### config.mk
export PLATFORM = sky130hd
export DESIGN_NAME = sim_halt_ctrl
export DESIGN_NICKNAME = d
export VERILOG_FILES = /design/src/rtl/sim_halt_ctrl.sv
export SDC_FILE = /design/constraint.sdc
export NUM_CORES = 1
export LEC_CHECK = 0
export CAP_MARGIN = 20
export CORE_MARGIN = 10
export CORE_UTILIZATION = 46
export CTS_BUF_LIST = sky130_fd_sc_hd__clkbuf_8
export DETAILED_ROUTE_END_ITERATION = 8
export GPL_TIMING_DRIVEN = 0
export PLACE_DENSITY = 0.87
export REMOVE_ABC_BUFFERS = 1
export SLEW_MARGIN = 20
export SYNTH_ARGS = -nofsm -noshare
export SYNTH_HDL_FRONTEND = slang
export SYNTH_SLANG_ARGS = --single-unit
### constraint.sdc
create_clock -name clock -period 3.7 [get_ports clock]
set_clock_uncertainty 0.1 [all_clocks]
set_input_delay 0.37 -clock clock [delete_from_list [all_inputs] [get_ports clock]]
set_output_delay 0.37 -clock clock [all_outputs]
set_load 0.02 [all_outputs]
### src/rtl/sim_halt_ctrl.sv
// sim_halt_ctrl: watches the commit stream for ebreak and runs a no-commit
// watchdog. On either event it stalls the core, drains for a fixed number of
// cycles, then reports exit code / PC / cause to the testbench over a
// req/ack handshake. Also keeps the retired-instruction and cycle counters.
module sim_halt_ctrl #(
    parameter int XLEN         = 64,
    parameter int DRAIN_CYCLES = 2,
    parameter int WDOG_LIMIT   = 4096
) (
    input  logic            clock,
    input  logic            reset,
    input  logic            commit_valid,
    input  logic [31:0]     commit_inst,
    input  logic [XLEN-1:0] commit_pc,
    input  logic [XLEN-1:0] R10,
    input  logic            halt_ack,
    output logic            stall,
    output logic            halt_req,
    output logic [1:0]      halt_cause,
    output logic [31:0]     halt_code,
    output logic [XLEN-1:0] halt_pc,
    output logic            done,
    output logic [63:0]     inst_count,
    output logic [63:0]     cycle_count
);

    localparam logic [31:0] EBREAK_INST = 32'h00100073;

    // Idle counter only needs to reach WDOG_LIMIT-1; drain counter DRAIN_CYCLES-1.
    localparam int IDLE_W  = (WDOG_LIMIT > 2) ? $clog2(WDOG_LIMIT) : 1;
    localparam int DRAIN_W = (DRAIN_CYCLES > 2) ? $clog2(DRAIN_CYCLES) : 1;
    localparam logic [IDLE_W-1:0]  IDLE_MAX   = IDLE_W'((WDOG_LIMIT > 0) ? WDOG_LIMIT - 1 : 0);
    localparam logic [DRAIN_W-1:0] DRAIN_LAST = DRAIN_W'(DRAIN_CYCLES - 1);
    localparam bit                 WDOG_EN    = (WDOG_LIMIT != 0);

    typedef enum logic [1:0] {
        S_RUN    = 2'd0,
        S_DRAIN  = 2'd1,
        S_REPORT = 2'd2,
        S_DONE   = 2'd3
    } state_t;

    state_t               r_state;
    state_t               w_state_next;
    logic [IDLE_W-1:0]    r_idle;
    logic [DRAIN_W-1:0]   r_drain;
    logic [XLEN-1:0]      r_last_pc;
    logic [1:0]           r_cause;
    logic [31:0]          r_code;
    logic [XLEN-1:0]      r_pc;
    logic [63:0]          r_inst_cnt;
    logic [63:0]          r_cycle_cnt;

    logic w_in_run;
    logic w_ebreak;
    logic w_wdog_fire;
    logic w_halt_ebreak;
    logic w_halt_wdog;

    // Only the low word of a0 becomes the exit code.
    generate
        if (XLEN > 32) begin : g_r10_hi
            logic w_unused_r10_hi;
            assign w_unused_r10_hi = ^R10[XLEN-1:32];
        end
    endgenerate

    assign w_in_run    = (r_state == S_RUN);
    assign w_ebreak    = commit_valid && (commit_inst == EBREAK_INST);
    // A commit in the expiry cycle clears the idle count, so it always blocks the watchdog.
    assign w_wdog_fire = WDOG_EN && !commit_valid && (r_idle == IDLE_MAX);
    assign w_halt_ebreak = w_in_run && w_ebreak;
    assign w_halt_wdog   = w_in_run && w_wdog_fire;

    // State register.
    always_ff @(posedge clock or negedge reset) begin
        if (!reset) begin
            r_state <= S_RUN;
        end else begin
            r_state <= w_state_next;
        end
    end

    // Next-state logic.
    always_comb begin
        w_state_next = r_state;
        case (r_state)
            S_RUN: begin
                if (w_ebreak || w_wdog_fire) begin
                    w_state_next = S_DRAIN;
                end
            end
            S_DRAIN: begin
                if (r_drain == DRAIN_LAST) begin
                    w_state_next = S_REPORT;
                end
            end
            S_REPORT: begin
                if (halt_ack) begin
                    w_state_next = S_DONE;
                end
            end
            S_DONE: begin
                w_state_next = S_DONE;
            end
            default: begin
                w_state_next = S_RUN;
            end
        endcase
    end

    // Consecutive no-commit counter, saturating at WDOG_LIMIT-1; also remembers the last commit PC.
    always_ff @(posedge clock or negedge reset) begin
        if (!reset) begin
            r_idle    <= '0;
            r_last_pc <= '0;
        end else if (w_in_run) begin
            if (commit_valid) begin
                r_idle    <= '0;
                r_last_pc <= commit_pc;
            end else if (WDOG_EN && (r_idle != IDLE_MAX)) begin
                r_idle <= r_idle + IDLE_W'(1);
            end
        end else begin
            r_idle <= '0;
        end
    end

    // Drain timer: counts DRAIN_CYCLES cycles spent in DRAIN.
    always_ff @(posedge clock or negedge reset) begin
        if (!reset) begin
            r_drain <= '0;
        end else if ((r_state == S_DRAIN) && (r_drain != DRAIN_LAST)) begin
            r_drain <= r_drain + DRAIN_W'(1);
        end else begin
            r_drain <= '0;
        end
    end

    // Halt report latch: captured once on leaving RUN, held until reset.
    always_ff @(posedge clock or negedge reset) begin
        if (!reset) begin
            r_cause <= 2'd0;
            r_code  <= 32'd0;
            r_pc    <= '0;
        end else if (w_halt_ebreak) begin
            r_cause <= 2'd1;
            r_code  <= R10[31:0];
            r_pc    <= commit_pc;
        end else if (w_halt_wdog) begin
            r_cause <= 2'd2;
            r_code  <= 32'd1;
            r_pc    <= r_last_pc;
        end
    end

    // Retired-instruction and cycle counters; both wrap at 2^64.
    always_ff @(posedge clock or negedge reset) begin
        if (!reset) begin
            r_inst_cnt  <= 64'd0;
            r_cycle_cnt <= 64'd0;
        end else begin
            if (w_in_run && commit_valid) begin
                r_inst_cnt <= r_inst_cnt + 64'd1;
            end
            if (r_state != S_DONE) begin
                r_cycle_cnt <= r_cycle_cnt + 64'd1;
            end
        end
    end

    assign stall       = (r_state != S_RUN);
    assign halt_req    = (r_state == S_REPORT);
    assign done        = (r_state == S_DONE);
    assign halt_cause  = r_cause;
    assign halt_code   = r_code;
    assign halt_pc     = r_pc;
    assign inst_count  = r_inst_cnt;
    assign cycle_count = r_cycle_cnt;

endmodule

# Yosys cells after proc, flatten, opt, wreduce, memory -nomap -nowiden
# Index checks and enable logic that the tools add are counted.
# totals
in_bits,164
regBits,305
output_inout_bits,229
word_cells,52
# op_classes
add_sub_neg,4
reduce_logical,13
mux,14
n_bitwise,1
n_eq_ne,11
# ops
op,count
$add 64x1->64 const B,2
$mux 64,2
$mux 32,2
$mux 12,3
$eq 32x21->1 const B,1
$add 12x1->12 const B,1
$eq 12x12->1 const B,1
$ne 12x12->1 const B,1
$mux 2,5
$pmux 2 s4,1
$logic_and 1x1->1,6
$ne 2x2->1 const B,3
$eq 2x2->1 const B,2
$reduce_bool 2->1,2
$ne 3x2->1 const B,1
$reduce_and 3->1,1
$eq 2x1->1 const B,1
$logic_not 2->1,1
$ne 2x1->1 const B,1
$reduce_and 2->1,1
$add 1x1->1 const B,1
$logic_not 1->1,1
$logic_or 1x1->1,1
$mux 1,1
$not 1->1,1

# Depth between registers and ports, before layout
# Gate-level depths: netlist (run 1).
# logic_depth
depth_word,5
depth_mapped,9
mapped_depth_nobuf,6

# Least setup slack after synthesis (run 1)
# Ideal clock, no wire load.
# synth_path
path_kind,register to register
start,register r_idle[0]
end,"register r_pc[25], in the netlist halt_pc[25]"
setup_slack_ns,1.536
required_time_ns,3.474
synth_period_minus_slack_ns,2.164
path_stages_with_launch,10
arrival_ns,1.938
path_buffers,3
setup_ns,0.126
cell_sequence,dfrtp_1 -> ha_1 -> and4_1 -> clkbuf_1 -> nand4_1 -> nor2_1 -> buf_4 -> buf_2 -> mux2i_1 -> a21oi_1
# synth_via
elab_chain_len,4
# synth_lines
element,line,text
from (decl),45,logic [IDLE_W-1:0] r_idle;
from (signal assigned),122,r_idle <= r_idle + IDLE_W'(1);
$eq 12x12->1,71,assign w_wdog_fire = WDOG_EN && !commit_valid && (r_idle == IDLE_MAX);
$logic_and 1x1->1,71,
$logic_and 1x1->1,73,assign w_halt_wdog = w_in_run && w_wdog_fire;
$reduce_bool 2->1 (no source line),--,
to (signal assigned),149,r_pc <= commit_pc;
to (signal assigned),153,r_pc <= r_last_pc;
to (decl),50,logic [XLEN-1:0] r_pc;
# Every way passes these cells.
# A chain may end at the register's enable or synchronous reset.

# Final worst setup path (run 1)
# Same ends and word-level chain as after synthesis.

==> flow_metrics.tcl, run 1 <==
set metrics [dict create \
    status "complete, no violations" \
    wl_per_cell_um 18.2 \
    grt-busiest-layer "met2" \
    hold_violations 0 \
    grt_use_met3_pct 4.88 \
    clkTransAtPathRegs_ns 0.06 \
    portBuffers 360 \
    drt_wl_total_um 39000 \
    grt_use_total_pct 20.8 \
    synth.top_cell.area_share_pct 57.0 \
    maxSlewViolCount 0 \
    yosysWarningCount 0 \
    met1_usage_pct 24.7 \
    worstMarginPinSlew_ns 0.837 \
    cp-start-kind "flop" \
    hold_path_class "in2async" \
    synth.area.top_cells "dfrtp_1, nand2_1, mux2i_1, xnor2_1, xor2_1" \
    cts_sinks 305 \
    die_w_um 191 \
    dr.first_iter.drc_count 720 \
    start_util_pct 46.7 \
    synth_commonest_cells "nand2_1, dfrtp_1, nor2_1" \
    fin_crit_ns 3.15 \
    leakage_uw 0.00865 \
    dpl_worst_slack_ns 0.532 \
    layout-drive-gt1-share_pct 6.93 \
    die-area_um2 36400 \
    nNetsFinal 1876 \
    grt_overflow_total 0 \
    p_per_area_nw_per_um2 354 \
    maxSlewHeadroom_pct 43.7 \
    synth_ff_type "dfrtp_1" \
    fmax_mhz 318 \
    layoutNonFillerInstCount 2136 \
    dr.pass1.iters 5 \
    synthCells 1334 \
    vias 11055 \
    avgSynthCellArea_um2 10.0 \
    clk_latency_ns 0.57 \
    gr-usage-met2_pct 35.6 \
    yosysSeqAreaShare_pct 57.0 \
    cts_buffers 51 \
    cts_buffer_depth 3 \
    rr_worst_depth 10 \
    die_y_um 191 \
    core_region_area_um2 28700 \
    ios 393 \
    area_delta_synth_final_pct 39.1 \
    reg2reg_to "halt_pc[25]$_DFFE_PN0P_" \
    r2r-start "r_idle[0]$_DFFE_PN0P_" \
    crit_path_end "halt_pc[25]$_DFFE_PN0P_" \
    grt_pass1_wl_um 61500 \
    ant_nets 0 \
    viasPerCell 5.18 \
    cp-startpoint "r_idle[0]$_DFFE_PN0P_" \
    setup_violations 0 \
    dp_cells 2039 \
    synth_area_um2 13400 \
    place.gp.congestion 0.858 \
    cts_root_buffer "clkbuf_8" \
    drc_errors 0 \
    r2r_setup_slack_ns 0.55 \
    synthArstFlopShare_pct 100 \
    drv_cap 0 \
    synth_edf_count 0 \
    htree_levels 2 \
    cp.arrival_ns 3.49 \
    grt_pass1_vias 11480 \
    cts_tree "built" \
    critPathCaptureType "flop" \
    synthDistinctLibCells 43 \
    antenna_found_initial 6 \
    critPathRequiredTime_ns 4.04 \
    fin_ws_ns 0.551 \
    ys_ff_latch 305 \
    cts_resized 0 \
    crit_type "reg2reg" \
    dp_hpwl_um 28500 \
    yosysMostFrequentCell "nand2_1" \
    grt_max_degree 97 \
    cp_max_fo 14 \
    synth_top_cell_by_area "dfrtp_1" \
    peakVddDrop_mv 0.242 \
    rows 62 \
    min_period_over_period_pct 85.1 \
    rsz0062_at_grt "false" \
]
==> per-layer routing <==
metal	wire, um	up-vias
met5	0	-
met4	1170	0
met3	2590	68
met2	19900	346
met1	15300	5427
li1	-	5214
==> what timing repair did <==
action | 4_1_cts | 5_1_grt
hold endpoints to repair | 74 | 0
hold buffers | 1 | 0
setup buffers | 0 | 0
==> cell usage in the layout (no fill, tap or decap), types with 2 or more instances in the layout <==
master,count
nand2_1,323
inv_1,35
nor2_1,131
and2_1,4
nor4b_1,3
nand4_1,40
buf_12,3
clkbuf_8,62
clkinv_2,7
nand3b_1,2
ha_1,3
nand4_2,4
xnor2_1,69
inv_6,2
nand3_1,77
buf_16,9
mux2i_1,66
diode_2,7
nor4_4,6
nor4_1,14
o21ai_0,3
a21oi_1,65
clkdlybuf4s50_1,359
nor3_2,3
or2_2,3
nor3_1,28
dfrtp_1,305
xor2_1,65
nor3b_1,2
buf_2,3
buf_8,2
and3_1,15
and4_1,7
nor4_2,5
mux2_2,2
==> layout make-up <==
type / count / area (um^2)
Antenna cell: 7 / 17.5
Clock buffer: 62 / 853
Clock inverter: 27 / 154
Fill cell: 2143 / 10100
Inverter: 19 / 71.3
Multi-Input combinational cell: 954 / 5470
Sequential cell: 305 / 7630
Tap cell: 384 / 480
Timing Repair Buffer: 378 / 3960
==> kinds of logic (layout without fill, tap and decap cells) <==
| group | Yosys count | in the layout | share of synthesized area [%] |
|---|---|---|---|
| other cells | 0 | 7 | 0 |
| buf+inv | 75 | 486 | 2.42 |
| flops | 305 | 305 | 57.0 |
| xor+xnor | 134 | 134 | 8.76 |
| fa+ha+maj | 3 | 3 | 0.280 |
| simple gates | 679 | 679 | 23.8 |
| compound gates | 70 | 70 | 2.67 |
| mux | 68 | 68 | 5.10 |
==> sequential cells by signal (all words and copies together) (netlist names) <==
signal and cells:
cycle_count 64, halt_cause 2, halt_code 32, halt_pc 64, inst_count 64, r_drain 1, r_idle 12, r_last_pc 64
r_state 2
==> critical path: stages, from the launching register on <==
cell	delay (ns)
dfrtp_1	0.41
ha_1	0.23
and4_1	0.33
nand4_1	0.52
nor2_4	0.37
buf_12	0.22
buf_16	0.19
buf_16	0.18
buf_16	0.17
mux2i_1	0.21
a21oi_1	0.08
==> per-stage QoR <==
step / setup TNS, ns / cell area, um^2 / utilization (%) / hold WS [ns] / power [uW]
finish: 0 / 18600 / 64.9 / 0.207 / 6590
global route: 0 / 18600 / 64.9 / 0.198 / 6840
CTS: 0 / 18600 / 64.9 / 0.184 / 6660
detailed placement: 0 / 17600 / 61.3 / 0.216 / 3700
global placement: -3619.39 / 17200 / 60.0 / 0.322 / 3690
floorplan: -156.24 / 13100 / - / -0.0256 / 3450
==> how the worst min path moves through the flow <==
stage / startpoint / end / slack, ns / cells past startpoint
2_1_floorplan: reset / cycle_count[0]$_DFFE_PN0N_ / -0.03 / 0
3_3_place_gp: r_drain$_DFF_PN0_ / r_drain$_DFF_PN0_ / 0.32 / 1
3_5_place_dp: reset / halt_pc[47]$_DFFE_PN0P_ / 0.22 / 1
4_1_cts: reset / halt_pc[49]$_DFFE_PN0P_ / 0.18 / 2
5_1_grt: reset / halt_pc[47]$_DFFE_PN0P_ / 0.20 / 2
6_report: reset / halt_pc[49]$_DFFE_PN0P_ / 0.21 / 2
==> where the power goes <==
part / internal [uW] / leakage (uW) / switching, uW / total [uW]
clock network: 1590 / 0.000588 / 1360 / 2950
logic: 159 / 0.00386 / 125 / 284
registers: 3350 / 0.00421 / 12.6 / 3360
total: 5090 / 0.00865 / 1500 / 6590
No activity file was read; power rests on OpenSTA's default activity.
==> run 2, diff against run 1 <==
--- a/config.mk
+++ b/config.mk
@@ -6,7 +6,6 @@
 export NUM_CORES = 1
 export LEC_CHECK = 0
 export CAP_MARGIN = 20
-export CORE_MARGIN = 10
 export CORE_UTILIZATION = 46
 export CTS_BUF_LIST = sky130_fd_sc_hd__clkbuf_8
 export DETAILED_ROUTE_END_ITERATION = 8
==> flow_metrics.tcl, run 2 (synthesized netlist as in run 1, its figures left out) <==
set metrics [dict create \
    status "complete, no violations" \
    cp.arrival_ns 3.59 \
    htree_levels 2 \
    die_w_um 173 \
    cp_max_fo 19 \
    switching_share_pct 22.5 \
    rows 62 \
    clkTransAtPathRegs_ns 0.06 \
    core_region_area_um2 28700 \
    p_sw_uw 1460 \
    hold_violations 0 \
    layout_common_cells "clkdlybuf4s50_1, nand2_1, dfrtp_1, nor2_1, nand3_1" \
    critPathRequiredTime_ns 4.03 \
    fin_ws_ns 0.438 \
    die-area_um2 29800 \
    whs_ns 0.201 \
    pwr-share-seq_pct 51.6 \
    grt_use_total_pct 24.0 \
    maxSlewHeadroom_pct 46.9 \
    grt_pass1_vias 11639 \
    min_period_over_period_pct 88.2 \
    p_per_area_nw_per_um2 351 \
    cts_tree "built" \
    dpl_worst_slack_ns 0.438 \
    setup_violations 0 \
    portBuffers 360 \
    grt_max_degree 102 \
    ios 393 \
    dr.first_iter.drc_count 725 \
    cp-start-kind "flop" \
    grt_pass1_wl_um 58700 \
    power.internal_uw 5050 \
    power.share.clock_pct 44.0 \
    fin_crit_ns 3.26 \
    maxSlewViolCount 0 \
    worstMarginPinSlew_ns 0.791 \
    hold_path_class "in2async" \
    fmax_mhz 307 \
    area_delta_synth_final_pct 38.6 \
    place.gp.congestion 0.872 \
    clk_latency_ns 0.57 \
    drv_cap 0 \
    drt_wl_total_um 35600 \
    ant_nets 0 \
    antenna_found_initial 3 \
    leakage_uw 0.00865 \
    rsz0062_at_grt "false" \
    cts_buffer_depth 3 \
    start_util_pct 46.7 \
    nNetsFinal 1875 \
    cts_sinks 305 \
    cts_root_buffer "clkbuf_8" \
    cts_buffers 51 \
    placed_area_um2 17600 \
    critPathCaptureType "flop" \
    drc_errors 0 \
    peakVddDrop_mv 0.222 \
    cts_resized 0 \
    p_comb_share_pct 4.4 \
    viasPerCell 5.25 \
    crit_type "reg2reg" \
    grt_overflow_total 0 \
    final_common_cell "clkdlybuf4s50_1" \
    layout-drive-gt1-share_pct 6.47 \
    wl_per_cell_um 16.7 \
    vias 11208 \
    dr.pass1.iters 5 \
    dp_hpwl_um 25200 \
    die_y_um 173 \
    final_area_um2 18600 \
]
## run 2: final timing paths
path / startpoint / endpoint / slack (ns) / depth (start not counted)
setup / recovery: r_idle[0]$_DFFE_PN0P_ / halt_pc[11]$_DFFE_PN0P_ / 0.44 / 8
hold / removal: reset / halt_pc[24]$_DFFE_PN0P_ / 0.20 / 2
setup reg to reg: r_idle[0]$_DFFE_PN0P_ / halt_pc[11]$_DFFE_PN0P_ / 0.44 / 8
hold reg to reg: r_drain$_DFF_PN0_ / r_drain$_DFF_PN0_ / 0.34 / 1
max in group asynchronous: reset / cycle_count[53]$_DFFE_PN0N_ / 2.10 / 4
min in group clock: R10[20] / halt_code[20]$_DFFE_PN0P_ / 0.23 / 3
## run 2: cell type report
type / count / area [um^2]
timing repair buffer: 377 / 3930
fill: 2157 / 10100
antenna: 3 / 7.51
clock buffer: 60 / 826
sequential: 305 / 7630
multi-input combinational: 954 / 5470
inverter: 19 / 71.3
clock inverter: 31 / 163
tap: 384 / 480
## run 2: worst max-delay path, stage by stage (launching register included)
cell	delay, ns
dfrtp_1	0.41
ha_1	0.23
and4_1	0.33
nand4_1	0.50
nor2_4	0.76
buf_16	0.26
buf_12	0.21
mux2i_1	0.22
a21oi_1	0.09
## run 2: timing repair
action | in CTS | in global routing
hold endpoints to repair | 103 | 0
endpoints found under the setup margin | 0 | 0
setup buffers | 0 | 0
hold buffers | 1 | 0
## run 2: per-layer routing
layer | up-vias | GRT usage (%) | wire, um
met5 | - | 0 | 0
met4 | 0 | 13.1 | 1850
met3 | 129 | 4.22 | 1980
met2 | 426 | 40.5 | 17600
met1 | 5447 | 29.3 | 14100
li1 | 5206 | - | -
## run 2: power by group through the flow
stage / sequential, uW / clock, uW / combinational, uW
after floorplan: 3430 / 0 / 19.2
after global routing: 3360 / 3090 / 311
after global placement: 3420 / 0 / 267
after detailed placement: 3420 / 0 / 286
after CTS: 3360 / 2940 / 289
final: 3360 / 2870 / 284
## run 2: through the flow
stage                     total power, uW  TNS [ns]  utilization (%)  std cells
after global routing                 6760         0             64.7       2133
after detailed placement             3700         0             61.2       2038
final                                6510         0             64.7       2133
after CTS                            6590         0             64.7       2130
after floorplan                      3450   -156.24                -       1278
after global placement               3690  -3636.13             60.0       2022
==> run 3, diff against run 2 <==
--- a/config.mk
+++ b/config.mk
@@ -6,11 +6,11 @@
 export NUM_CORES = 1
 export LEC_CHECK = 0
 export CAP_MARGIN = 20
-export CORE_UTILIZATION = 46
+export CORE_UTILIZATION = 40
 export CTS_BUF_LIST = sky130_fd_sc_hd__clkbuf_8
 export DETAILED_ROUTE_END_ITERATION = 8
 export GPL_TIMING_DRIVEN = 0
-export PLACE_DENSITY = 0.87
+export PLACE_DENSITY = 0.78
 export REMOVE_ABC_BUFFERS = 1
 export SLEW_MARGIN = 20
 export SYNTH_ARGS = -nofsm -noshare
==> flow_metrics.tcl, run 3 (synthesized netlist as in run 1, its figures left out) <==
set metrics [dict create \
    die-area_um2 34200 \
    r2r-start "r_idle[0]$_DFFE_PN0P_" \
    wl_per_cell_um 15.9 \
    drc_errors 0 \
    rr_worst_depth 11 \
    grt_pass1_wl_um 56800 \
    grt_max_degree 98 \
    critPathRequiredTime_ns 4.03 \
    hold_violations 0 \
    power_uw 6540 \
    min_path_cells 3 \
    die_w_um 185 \
    core_region_area_um2 32800 \
    vias 10972 \
    rows 66 \
    clkTransAtPathRegs_ns 0.06 \
    layout-drive-gt1-share_pct 7.01 \
    crit_type "reg2reg" \
    portBuffers 360 \
    critPathCaptureType "flop" \
    worstHoldStart "R10[21]" \
    ant_nets 0 \
    rsz0062_at_grt "false" \
    cts_root_buffer "clkbuf_8" \
    layoutNonFillerInstCount 2198 \
    cts_resized 0 \
    final_common_cell "clkdlybuf4s50_1" \
    cts_buffers 52 \
    maxSlewViolCount 0 \
    placed_area_um2 17700 \
    dr.pass1.iters 7 \
    final_core_utilization_pct 57.1 \
    status "complete, no violations" \
    cp_max_fo 17 \
    cp-start-kind "flop" \
    dp_cells 2098 \
    cp_cell_sequence "ha_1 -> and4_1 -> nand4_1 -> nor2_4 -> buf_12 -> buf_12 -> buf_16 -> buf_16 -> buf_16 -> mux2i_1 -> a21oi_1" \
    holdPathEnd "halt_code[21]$_DFFE_PN0P_" \
    place.gp.congestion 0.825 \
    start_util_pct 40.9 \
    p_per_area_nw_per_um2 349 \
    worstMarginPinSlew_ns 0.827 \
    viasPerCell 4.99 \
    reg2reg_to "halt_pc[39]$_DFFE_PN0P_" \
    dr.first_iter.drc_count 633 \
    grt_use_total_pct 20.5 \
    cpMaxStageDelayCell "nand4_1" \
    cts_tree "built" \
    min_period_over_period_pct 86.8 \
    drt_wl_total_um 35000 \
    cts_buffer_depth 3 \
    nFillCells 2803 \
    area_delta_synth_final_pct 39.8 \
    final_area_um2 18700 \
    leakage_uw 0.00870 \
    htree_levels 2 \
    layout_common_cells "clkdlybuf4s50_1, nand2_1, dfrtp_1, nor2_1, nand3_1" \
    antenna_found_initial 2 \
    grt_overflow_total 0 \
    grt_pass1_vias 11132 \
    peakVddDrop_mv 0.328 \
    ios 393 \
    cts_sinks 305 \
    critical_path.max_stage_delay_ns 0.52 \
    cpMostUsedCell "buf_16" \
    dpl_worst_slack_ns 0.131 \
    clk_latency_ns 0.57 \
    cp.arrival_ns 3.55 \
    r2r_setup_slack_ns 0.49 \
    fmax_mhz 311 \
    fin_crit_ns 3.21 \
    dp_hpwl_um 25000 \
    hold_path_class "in2reg" \
    maxSlewHeadroom_pct 44.4 \
    setup_violations 0 \
    drv_cap 0 \
    fin_ws_ns 0.490 \
    die_y_um 185 \
    nNetsFinal 1883 \
]
## run 3: cell types whose count changed in the layout (fill, tap and decap cells not counted), sizes merged
cell / previous run / this run
clkinv: 2 / 4
clkbuf: 60 / 61
inv: 47 / 44
clkinvlp: 0 / 1
buf: 17 / 24
diode: 3 / 2
## run 3: how the worst max path moves through the flow
| stage | from | to | cells past startpoint | slack (ns) |
|---|---|---|---|---|
| CTS | r_idle[0]$_DFFE_PN0P_ | halt_pc[39]$_DFFE_PN0P_ | 10 | 0.10 |
| detailed placement | r_idle[0]$_DFFE_PN0P_ | halt_pc[39]$_DFFE_PN0P_ | 10 | 0.13 |
| global placement | reset | cycle_count[47]$_DFFE_PN0N_ | 1 | -10.84 |
| finish | r_idle[0]$_DFFE_PN0P_ | halt_pc[39]$_DFFE_PN0P_ | 11 | 0.49 |
| global route | r_idle[0]$_DFFE_PN0P_ | halt_pc[39]$_DFFE_PN0P_ | 11 | 0.18 |
| floorplan | r_idle[0]$_DFFE_PN0P_ | halt_pc[0]$_DFFE_PN0P_ | 6 | -2.36 |
## run 3: layout make-up
| type | instances | area (um^2) | share of cell area (%) |
|---|---|---|---|
| inverters | 19 | 71.3 | 0.381 |
| multi-input cells | 954 | 5470 | 29.2 |
| clock inverters | 31 | 164 | 0.875 |
| flip-flops and latches | 305 | 7630 | 40.7 |
| diodes | 2 | 5.00 | 0.0267 |
| repair buffers | 384 | 4000 | 21.3 |
| clock buffers | 61 | 840 | 4.48 |
| well taps | 442 | 553 | 2.95 |
## run 3: power by group
group	switching, uW	internal (uW)	leakage, uW
Sequential	12.2	3350	0.00421
Combinational	124	159	0.00389
Clock	1330	1570	0.000602
Total	1470	5070	0.00870
## run 3: repair_timing
action,4_1_cts,5_1_grt
hold endpoints to repair,64,0
hold buffers,1,0
setup endpoints to repair,0,14
setup buffers,0,5
## run 3: worst max-delay path: cells and delay by family, from the launching register on
kind,cells,cell delay [ns]
AOI/OAI and AO/OA,1,0.09
and+or+nand+nor,3,1.15
adders and majority gates,1,0.23
DFF,1,0.41
buffers and inverters,5,0.84
muxes,1,0.21
## run 3: layer usage
layer  vias up  global-route usage (%)  wire [um]
li1       5231                       -          -
met1      5347                    25.5      14600
met2       320                    34.9      17300
met3        74                    4.33       2000
met4         0                    7.87       1110
met5         -                       0          0
## run 3: metrics by stage
stage          hold WS (ns)  setup TNS (ns)
3_5_place_dp          0.267               0
3_3_place_gp          0.322        -3689.58
6_report              0.224               0
2_1_floorplan       -0.0256         -156.24
5_1_grt               0.191               0
4_1_cts               0.168               0
